===== src/rtl/cci_mpf_shim_event_ctrs_if.sv =====
// CSR/event bundle for the MPF shim event counters.
// The master side drives events and reads; the slave side answers them.
interface cci_mpf_shim_event_ctrs_if #(
    parameter int N_EVENTS = 4
);
    localparam int IDX_WIDTH = (N_EVENTS > 1) ? $clog2(N_EVENTS) : 1;

    logic [N_EVENTS-1:0]  events;
    logic                 csr_clr;
    logic                 csr_freeze;
    logic                 csr_rd_en;
    logic [IDX_WIDTH-1:0] csr_rd_idx;
    logic                 csr_rd_valid;
    logic [63:0]          csr_rd_data;

    modport master (
        output events, csr_clr, csr_freeze, csr_rd_en, csr_rd_idx,
        input  csr_rd_valid, csr_rd_data
    );

    modport slave (
        input  events, csr_clr, csr_freeze, csr_rd_en, csr_rd_idx,
        output csr_rd_valid, csr_rd_data
    );
endinterface


===== src/rtl/cci_mpf_shim_event_ctrs.sv =====
// Per-channel event counters with sticky overflow and 1-cycle CSR readback.
// Define CCI_MPF_EVENT_CTR_SATURATE_EN to hold at all-ones instead of wrapping.
module cci_mpf_shim_event_ctrs #(
    parameter int N_EVENTS  = 4,
    parameter int CTR_WIDTH = 48
) (
    input  logic clk,
    input  logic reset,
    cci_mpf_shim_event_ctrs_if.slave bus
);
    localparam int IDX_WIDTH = (N_EVENTS > 1) ? $clog2(N_EVENTS) : 1;

    logic [N_EVENTS-1:0]       ev_q_reg;
    logic [N_EVENTS-1:0][63:0] ch_word;
    logic [63:0]               sel_word;
    logic                      rd_valid_reg;
    logic [63:0]               rd_data_reg;

    always_ff @(posedge clk) begin
        if (reset) begin
            ev_q_reg <= '0;
        end else begin
            ev_q_reg <= bus.events;
        end
    end

    generate
        for (genvar gi = 0; gi < N_EVENTS; gi++) begin : g_ch
            logic [CTR_WIDTH-1:0] ctr_reg;
            logic                 ovf_reg;
            logic                 at_max;
            logic [63:0]          word;

            assign at_max = &ctr_reg;

            // Clear wins over freeze and increment; frozen ev_q bits are dropped.
            always_ff @(posedge clk) begin
                if (reset || bus.csr_clr) begin
                    ctr_reg <= '0;
                    ovf_reg <= 1'b0;
                end else if (ev_q_reg[gi] && !bus.csr_freeze) begin
                    ovf_reg <= ovf_reg | at_max;
`ifdef CCI_MPF_EVENT_CTR_SATURATE_EN
                    ctr_reg <= at_max ? ctr_reg : ctr_reg + CTR_WIDTH'(1);
`else
                    ctr_reg <= ctr_reg + CTR_WIDTH'(1);
`endif
                end
            end

            always_comb begin
                word                  = '0;
                word[63]              = ovf_reg;
                word[CTR_WIDTH-1:0]   = ctr_reg;
            end

            assign ch_word[gi] = word;
        end
    endgenerate

    // Out-of-range indices match no channel and therefore read as zero.
    always_comb begin
        sel_word = '0;
        for (int i = 0; i < N_EVENTS; i++) begin
            if (bus.csr_rd_idx == IDX_WIDTH'(i)) begin
                sel_word = ch_word[i];
            end
        end
    end

    always_ff @(posedge clk) begin
        if (reset) begin
            rd_valid_reg <= 1'b0;
            rd_data_reg  <= '0;
        end else begin
            rd_valid_reg <= bus.csr_rd_en;
            rd_data_reg  <= bus.csr_rd_en ? sel_word : 64'd0;
        end
    end

    assign bus.csr_rd_valid = rd_valid_reg;
    assign bus.csr_rd_data  = rd_data_reg;
endmodule


===== src/flat_wrapper.sv =====
// flat-port wrapper written by rule: the top's interface ports become plain ports
module cci_mpf_shim_event_ctrs_flat 
#(
    parameter int N_EVENTS  = 4,
    parameter int CTR_WIDTH = 48
)
  (clk, reset, bus_events, bus_csr_clr, bus_csr_freeze, bus_csr_rd_en, bus_csr_rd_idx, bus_csr_rd_valid, bus_csr_rd_data);
  cci_mpf_shim_event_ctrs_if #(.N_EVENTS(N_EVENTS)) bus_i ();
  input  logic clk;
  input  logic reset;
  input wire logic [$bits(bus_i.events)-1:0] bus_events;
  input wire logic [$bits(bus_i.csr_clr)-1:0] bus_csr_clr;
  input wire logic [$bits(bus_i.csr_freeze)-1:0] bus_csr_freeze;
  input wire logic [$bits(bus_i.csr_rd_en)-1:0] bus_csr_rd_en;
  input wire logic [$bits(bus_i.csr_rd_idx)-1:0] bus_csr_rd_idx;
  output wire logic [$bits(bus_i.csr_rd_valid)-1:0] bus_csr_rd_valid;
  output wire logic [$bits(bus_i.csr_rd_data)-1:0] bus_csr_rd_data;
  assign bus_i.events = bus_events;
  assign bus_i.csr_clr = bus_csr_clr;
  assign bus_i.csr_freeze = bus_csr_freeze;
  assign bus_i.csr_rd_en = bus_csr_rd_en;
  assign bus_i.csr_rd_idx = bus_csr_rd_idx;
  assign bus_csr_rd_valid = bus_i.csr_rd_valid;
  assign bus_csr_rd_data = bus_i.csr_rd_data;
  cci_mpf_shim_event_ctrs #(.N_EVENTS(N_EVENTS), .CTR_WIDTH(CTR_WIDTH)) u_core (.clk(clk), .reset(reset), .bus(bus_i));
endmodule

===== config.mk =====
export PLATFORM = sky130hd
export DESIGN_NAME = cci_mpf_shim_event_ctrs_flat
export DESIGN_NICKNAME = d
export VERILOG_FILES = /design/src/rtl/cci_mpf_shim_event_ctrs_if.sv /design/src/rtl/cci_mpf_shim_event_ctrs.sv /design/src/flat_wrapper.sv
export SDC_FILE = /design/constraint.sdc
export NUM_CORES = 1
export LEC_CHECK = 0
export BUFFER_PORTS_ARGS = -buffer_cell sky130_fd_sc_hd__buf_2
export CAP_MARGIN = 5
export CORE_ASPECT_RATIO = 1.1
export CORE_MARGIN = 8
export CORE_UTILIZATION = 40
export DETAILED_ROUTE_END_ITERATION = 10
export GPL_TIMING_DRIVEN = 0
export PLACE_DENSITY_LB_ADDON = 0.05
export SLEW_MARGIN = 15
export SYNTH_ARGS = -nofsm -noshare
export SYNTH_HDL_FRONTEND = slang
export SYNTH_SLANG_ARGS = --single-unit
export TNS_END_PERCENT = 10

===== constraint.sdc =====
create_clock -name clk -period 6.05 [get_ports clk]
set_input_delay 0.3025 -clock clk [delete_from_list [all_inputs] [get_ports clk]]
set_output_delay 0.3025 -clock clk [all_outputs]
set_load 0.01 [all_outputs]

==> impl_summary.txt, run 1 <==
----------------------------------------------------
[Run status]
  Run status ... complete, no violations

[Yosys]
  Register bit count reported by yosys ... 250
  Library cells used by synthesis ... 46
  Prevailing post-synth register cell ... sky130_fd_sc_hd__dfxtp_1
  Area share of the largest cell type after synthesis ... 43.0%
  Number of flops mapped to enable cells by yosys ... 0
  Cell type with the highest aggregate area in the netlist ... sky130_fd_sc_hd__dfxtp_1
  Cell types with the largest area share after synthesis ... sky130_fd_sc_hd__dfxtp_1 43%, sky130_fd_sc_hd__mux4_2 9.3%, sky130_fd_sc_hd__xor2_1 4.7%, sky130_fd_sc_hd__nor2_1 4.7%, sky130_fd_sc_hd__xnor2_1 4.3%
  Cell count after synthesis ... 1248
  Share of flip-flops with an asynchronous set or reset after synthesis ... 0%
  Post-Syn Area per Cell ... 9.33 µm²
  Warnings from Yosys ... 0
  Mapped Area ... 11600 µm²
  Sequential element share of the synthesized area ... 43.0%

[Placed design]
  Detailed-placement wirelength estimate ... 25100 µm
  Weighted congestion reported at the end of routability-driven placement ... 0.814
  Number of cells in the design after placement ... 1691
  Pre-CTS setup slack ... 2.86 ns
  Placement-stage cell area ... 12500 µm²
  PortBufs ... 59

[STA]
  Final count of hold timing violations ... 0
  Max_slew headroom ... 21.2%
  Total of endpoints with negative setup slack in the final report ... 0
  Final critical-path required period ... 3.28 ns
  Worst slew pin tran ... 1.17 ns
  F_max ... 305 MHz
  Setup repair after global routing missed its margin ... no
  Fin worst setup slack ... 2.77 ns
  Final total negative setup slack ... 0 ns
  Final hold slack ... 0.0197 ns
  Fin Clk Skew ... 0.0140 ns
  Period utilisation layout ... 54.2%
  Max-slew violation count ... 0

[Finish]
  Area taken by flip-flops and latches ... 5000 µm²
  Flip-flop count of the largest register, all copies and words added ... 192
  Multi-input combinational cell area ... 6230 µm²
  Summed area of non-filler cells in the final layout ... 13500 µm²
  Share of layout cells above drive strength 1 ... 14.6%
  Filler Cell Count ... 2795
  Post-Layout Cell Count ... 1749
  Antenna cells ... 0
  # nets final ... 1373
  Final cell utilization of the core ... 47.2%
  Area Growth Syn to Fin ... 16.3%

[Min path]
  Path class of the lowest-slack min-delay path ... input port to register

[Worst setup path]
  Type of the worst setup path ... register to register
  Startpoint type of the worst setup path ... register
  Data required, critical path ... 6.45 ns
  Arr. time, crit path ... 3.68 ns
  Critical Path Fanout Max ... 10
  Element type at the critical path end ... register

[Floorplan]
  Total Die Area ... 34800 µm²
  Width of the die ... 179 µm
  Number of top-level pins ... 76
  Standard-cell rows ... 65
  Vertical die dimension ... 195 µm
  Starting density of the core ... 40.6%
  Core region area ... 28700 µm²

[Clocking]
  Buffers from clock root to sink, at most ... 3
  # H-tree levels ... 1
  Library cell used as clock root buffer ... sky130_fd_sc_hd__clkbuf_16
  Total clock buffers created by CTS ... 29
  Worst skew pair latency ... 0.55 ns
  CTS tree ... yes
  CTS clk-pin slew, worst paths ... 0.06 ns
  Clock tree sinks ... 250

[Pwr]
  Share of power burned in registers ... 45.8%
  Max rail drop VDD ... 0.236 mV
  Internal power consumption ... 2.81 mW
  Pwr Density ... 266 nW/µm²
  Leak pwr ... 4.43 nW
  Relative contribution of combinational cells to total power ... 2.7%
  Total power of the final layout ... 3.60 mW
  P_sw ... 0.791 mW
  Part of the power in the clock network ... 51.5%
  Switching fraction of total power ... 22.0%

[Drt]
  Via count of the routed design ... 9557
  Count of nets left with antenna violations after detail routing ... 0
  Violation count after the first detailed-routing iteration ... 685
  First-pass DRT Iterations ... 5
  DRT Wirelength ... 33700 µm
  Residual DRC count ... 0
  Number of vias per cell after detailed routing ... 5.46
  Average detailed-routed wire length per instance ... 19.3 µm

[Global routing]
  GR Overflow Total ... 0
  Tot GR Track Use ... 19.2%
  Maximum number of pins on one net before global-route repair ... 15
  First-pass GRT wire length ... 53100 µm
  Number of global-route vias before repair ... 9203
  Initial antenna violation count ... 0

[Run]
  Number of maximum-capacitance violations ... 0

----------------------------------------------------
==> cell usage after synthesis (all sizes together) (3+ instances only) <==
library cell    n
o21a            4
and4           16
nor2b          57
xor2           63
or4            31
and3           22
nand3b          4
a21oi          68
ha              4
nor3           23
nor2          146
nand2          64
and2            7
nand3          60
nand4b          3
o31ai          26
clkbuf         46
buf            31
inv            27
xnor2          57
mux2i           4
o21ai          41
dfxtp         250
nor4           25
nand4          69
mux4           49
or3            46
==> worst max-delay path, stage by stage, from the launching register on <==
cell	delay, ns
sky130_fd_sc_hd__dfxtp_1	0.42
sky130_fd_sc_hd__ha_1	0.17
sky130_fd_sc_hd__nand3b_1	0.17
sky130_fd_sc_hd__nor3_1	0.87
sky130_fd_sc_hd__nand4_1	0.55
sky130_fd_sc_hd__clkbuf_1	0.41
sky130_fd_sc_hd__o41ai_1	0.43
sky130_fd_sc_hd__a21oi_1	0.10
==> cell usage in the layout, fill, tap and decap left out, types with 26 or more instances in the layout <==
master	n
sky130_fd_sc_hd__dfxtp_1	250
sky130_fd_sc_hd__nand2_1	64
sky130_fd_sc_hd__a21oi_1	68
sky130_fd_sc_hd__o31ai_1	26
sky130_fd_sc_hd__or3_1	43
sky130_fd_sc_hd__clkbuf_16	29
sky130_fd_sc_hd__nor2b_1	57
sky130_fd_sc_hd__o21ai_0	41
sky130_fd_sc_hd__nor2_1	146
sky130_fd_sc_hd__nand3_1	59
sky130_fd_sc_hd__nand4_1	68
sky130_fd_sc_hd__xnor2_1	57
sky130_fd_sc_hd__clkbuf_1	48
sky130_fd_sc_hd__buf_2	68
sky130_fd_sc_hd__or4_1	30
sky130_fd_sc_hd__xor2_1	63
sky130_fd_sc_hd__inv_1	27
sky130_fd_sc_hd__mux4_2	48
==> logic make-up after synthesis <==
group                      after synthesis  synth area share (%)
AOI/OAI and AO/OA                      140                  6.69
xor gates and xnor gates               120                  9.02
adders and majority gates                4                 0.430
buffers and inverters                  104                  4.09
DFF                                    250                  43.0
muxes                                   53                  9.85
other                                    1                0.0322
and+or+nand+nor                        576                  26.9
==> final timing paths <==
| check | startpoint | depth (start not counted) | slack, ns | endpoint |
|---|---|---|---|---|
| max | u_core.g_ch[2].ctr_reg[0] | 7 | 2.77 | u_core.g_ch[2].ctr_reg[42] |
| min | reset | 2 | 0.02 | u_core.ev_q_reg[2] |
| max reg2reg | u_core.g_ch[2].ctr_reg[0] | 7 | 2.77 | u_core.g_ch[2].ctr_reg[42] |
| min reg2reg | u_core.g_ch[2].ovf_reg | 1 | 0.47 | u_core.g_ch[2].ovf_reg |
==> routing by layer <==
metal,vias up,track usage [%],share of wire (%)
met3,56,2.47,4.0
met2,171,31.9,47
met4,0,6.04,2.9
met1,4629,25.5,46
met5,-,0,0
li1,4701,-,-
==> area by class of cell <==
| class | count | area share [%] |
|---|---|---|
| clock buffers | 35 | 5.75 |
| flip-flops and latches | 250 | 37.0 |
| plain buffers | 77 | 2.77 |
| multi-input cells | 908 | 46.0 |
| repair buffers | 65 | 2.61 |
| clock inverters | 19 | 1.72 |
| well taps | 368 | 3.40 |
| inverters | 27 | 0.748 |
==> power groups by stage <==
| stage | sequential (mW) | clock (mW) | combinational [mW] |
|---|---|---|---|
| finish | 1.65 | 1.85 | 0.0978 |
| global route | 1.65 | 1.96 | 0.107 |
| CTS | 1.65 | 1.90 | 0.0992 |
| detailed placement | 1.69 | 0 | 0.0971 |
| global placement | 1.69 | 0 | 0.0974 |
| floorplan | 1.69 | 0 | 0.0661 |
==> what timing repair did <==
| item | in CTS | in global routing |
|---|---|---|
| setup buffers | 0 | 0 |
| endpoints found under the hold margin | 4 | 0 |
| gates resized for setup | 0 | 0 |
| hold buffers | 4 | 0 |
Power figures use the tool's default switching activity.
==> inputs of run 2 (changes only) <==
==> constraint.sdc (replaced) <==
create_clock -name clk -period 3.3 [get_ports clk]
set_input_delay 0.165 -clock clk [delete_from_list [all_inputs] [get_ports clk]]
set_output_delay 0.165 -clock clk [all_outputs]
set_load 0.01 [all_outputs]
==> impl_summary.txt, run 2 (synthesis gave the netlist of run 1 again) <==
----------------------------------------------------
[Placed design]
  Detailed-placement wirelength estimate ... 25100 µm (unchanged)
  Placement-stage cell area ... 12500 µm² (unchanged)
  PortBufs ... 59 (unchanged)
  Weighted congestion reported at the end of routability-driven placement ... 0.814 (unchanged)

[Drt]
  Count of nets left with antenna violations after detail routing ... 0 (unchanged)
  Met2 wire length ... 15900 µm (was 16000 µm)
  Top metal layer carrying routed signals ... met4 (unchanged)
  Violation count after the first detailed-routing iteration ... 722 (was 685)
  DRT Wirelength ... 33700 µm (about the same)
  Via count of the routed design ... 9597 (was 9557)
  Residual DRC count ... 0 (unchanged)
  Average detailed-routed wire length per instance ... 19.2 µm (was 19.3 µm)
  First-pass DRT Iterations ... 5 (unchanged)
  Routed length on met3 ... 1410 µm (was 1360 µm)
  Sum of routed wire segments on met1 ... 15400 µm (about the same)
  Number of vias per cell after detailed routing ... 5.47 (was 5.46)

[Worst setup path]
  CP Cell Sequence ... nand4_1 -> nor4_1 -> nand4_1 -> clkbuf_1 -> o41ai_1 -> a21oi_1 (was ha_1 -> nand3b_1 -> nor3_1 -> nand4_1 -> clkbuf_1 -> o41ai_1 -> a21oi_1)
  Startpoint type of the worst setup path ... register (unchanged)
  Data required, critical path ... 3.71 ns (was 6.45 ns)
  Element type at the critical path end ... register (unchanged)
  Type of the worst setup path ... register to register (unchanged)
  Arr. time, crit path ... 3.28 ns (was 3.68 ns)
  Critical-path cell with the highest stage delay ... sky130_fd_sc_hd__nor4_1 (was sky130_fd_sc_hd__nor3_1)
  Most repeated library cell on the critical path ... sky130_fd_sc_hd__nand4_1
  Critical Path Fanout Max ... 10 (unchanged)
  Worst path max stage delay ... 0.60 ns (was 0.87 ns)

[Global routing]
  Tot GR Track Use ... 19.2% (about the same)
  First-pass GRT wire length ... 53100 µm (about the same)
  Initial antenna violation count ... 0 (unchanged)
  Maximum number of pins on one net before global-route repair ... 15 (unchanged)
  GR Overflow Total ... 0 (unchanged)
  Number of global-route vias before repair ... 9218 (was 9203)

[Finish]
  Most frequent cells in the layout ... 250 x sky130_fd_sc_hd__dfxtp_1, 146 x sky130_fd_sc_hd__nor2_1, 68 x sky130_fd_sc_hd__buf_2, 68 x sky130_fd_sc_hd__nand4_1, 68 x sky130_fd_sc_hd__a21oi_1 (unchanged)
  # nets final ... 1378 (was 1373)
  Summed area of non-filler cells in the final layout ... 13600 µm² (was 13500 µm²)
  Antenna cells ... 0 (unchanged)
  Share of layout cells above drive strength 1 ... 14.6% (about the same)
  Final cell utilization of the core ... 47.4% (was 47.2%)
  Area taken by flip-flops and latches ... 5000 µm² (unchanged)
  Multi-input combinational cell area ... 6240 µm² (was 6230 µm²)
  Area Growth Syn to Fin ... 16.7% (was 16.3%)
  Flip-flop count of the largest register, all copies and words added ... 192 (unchanged)
  Commonest non-fill, non-tap cell in the layout ... sky130_fd_sc_hd__dfxtp_1 (unchanged)
  Filler Cell Count ... 2789 (was 2795)

[Floorplan]
  Total Die Area ... 34800 µm² (unchanged)
  Standard-cell rows ... 65 (unchanged)
  Number of top-level pins ... 76 (unchanged)
  Starting density of the core ... 40.6% (unchanged)
  Width of the die ... 179 µm (unchanged)
  Core region area ... 28700 µm² (unchanged)
  Vertical die dimension ... 195 µm (unchanged)

[STA]
  Fin Clk Skew ... 0.0175 ns (was 0.0140 ns)
  Period utilisation layout ... 87.2% (was 54.2%)
  Total of endpoints with negative setup slack in the final report ... 0 (unchanged)
  Setup repair after global routing missed its margin ... no (unchanged)
  Final total negative setup slack ... 0 ns (unchanged)
  F_max ... 348 MHz (was 305 MHz)
  Final count of hold timing violations ... 0 (unchanged)
  Max-slew violation count ... 0 (unchanged)
  Final critical-path required period ... 2.88 ns (was 3.28 ns)
  Worst slew pin tran ... 1.15 ns (was 1.17 ns)
  Max_slew headroom ... 22.5% (was 21.2%)

[Clocking]
  Buffers from clock root to sink, at most ... 3 (unchanged)
  Library cell used as clock root buffer ... sky130_fd_sc_hd__clkbuf_16 (unchanged)
  Total clock buffers created by CTS ... 29 (unchanged)
  CTS clk-pin slew, worst paths ... 0.06 ns (about the same)
  Count of buffers added by post-CTS timing repair for setup ... 0 (unchanged)
  CTS tree ... yes (unchanged)
  Worst skew pair latency ... 0.55 ns (about the same)
  Clock tree sinks ... 250 (unchanged)
  # H-tree levels ... 1 (unchanged)

[Pwr]
  Max rail drop VDD ... 0.433 mV (was 0.236 mV)
  Pwr Density ... 487 nW/µm² (was 266 nW/µm²)
  Leak pwr ... 4.46 nW (was 4.43 nW)
  Total power of the final layout ... 6.62 mW (was 3.60 mW)

[Min path]
  Path class of the lowest-slack min-delay path ... input port to register (unchanged)

[Run status]
  Run status ... complete, no violations (unchanged)

[Run]
  Number of maximum-capacitance violations ... 0 (unchanged)

----------------------------------------------------
## run 2: cell count changes in the layout (fill, tap and decap cells not counted), sizes merged
cell	previous run	this run
dlygate4sd3	4	9
## run 2: worst paths after layout
| path | startpoint | endpoint | slack, ns | cells past startpoint |
|---|---|---|---|---|
| setup / recovery | u_core.g_ch[2].ctr_reg[8] | u_core.g_ch[2].ctr_reg[42] | 0.42 | 6 |
| hold / removal | reset | u_core.g_ch[3].ovf_reg | 0.03 | 3 |
| setup reg to reg | u_core.g_ch[2].ctr_reg[8] | u_core.g_ch[2].ctr_reg[42] | 0.42 | 6 |
| hold reg to reg | u_core.g_ch[2].ovf_reg | u_core.g_ch[2].ovf_reg | 0.47 | 1 |
## run 2: through the flow
stage / hold slack (ns) / setup WS, ns / instances
after floorplan: 0.237 / 1.19 / 1262
after global placement: 0.373 / -0.442 / 1689
after detailed placement: 0.381 / 0.111 / 1691
after CTS: 0.0367 / 0.0977 / 1754
after global routing: 0.0560 / 0.205 / 1754
final: 0.0320 / 0.423 / 1754
## run 2: cell type report
| cell class | instances | area share (%) |
|---|---|---|
| repair buffers | 70 | 2.97 |
| flip-flops and latches | 250 | 36.8 |
| well taps | 368 | 3.39 |
| clock inverters | 19 | 1.71 |
| multi-input cells | 908 | 45.9 |
| plain buffers | 77 | 2.76 |
| inverters | 27 | 0.745 |
| clock buffers | 35 | 5.72 |
## run 2: power by group
group          internal, mW  switching, mW
combinational        0.0645          0.119
sequential             3.02        0.00380
clock                  2.07           1.34
## run 2: critical path: cells and delay by family, from the launching register on
family / cells / cell delay [ns]
AO/OA/AOI/OAI: 2 / 0.53
buffers and inverters: 1 / 0.38
flip-flops: 1 / 0.44
AND/OR/NAND/NOR: 3 / 1.38
## run 2: timing repair
| item | 4_1_cts | 5_1_grt |
|---|---|---|
| hold endpoints to repair | 8 | 0 |
| gates resized for setup | 0 | 1 |
| endpoints found under the setup margin | 0 | 4 |
| hold buffers | 9 | 0 |
## run 2: metal layers
metal	track usage [%]	up-vias
met3	2.47	54
met2	31.9	190
met1	25.5	4646
met4	6.07	0
met5	0	-
li1	-	4707
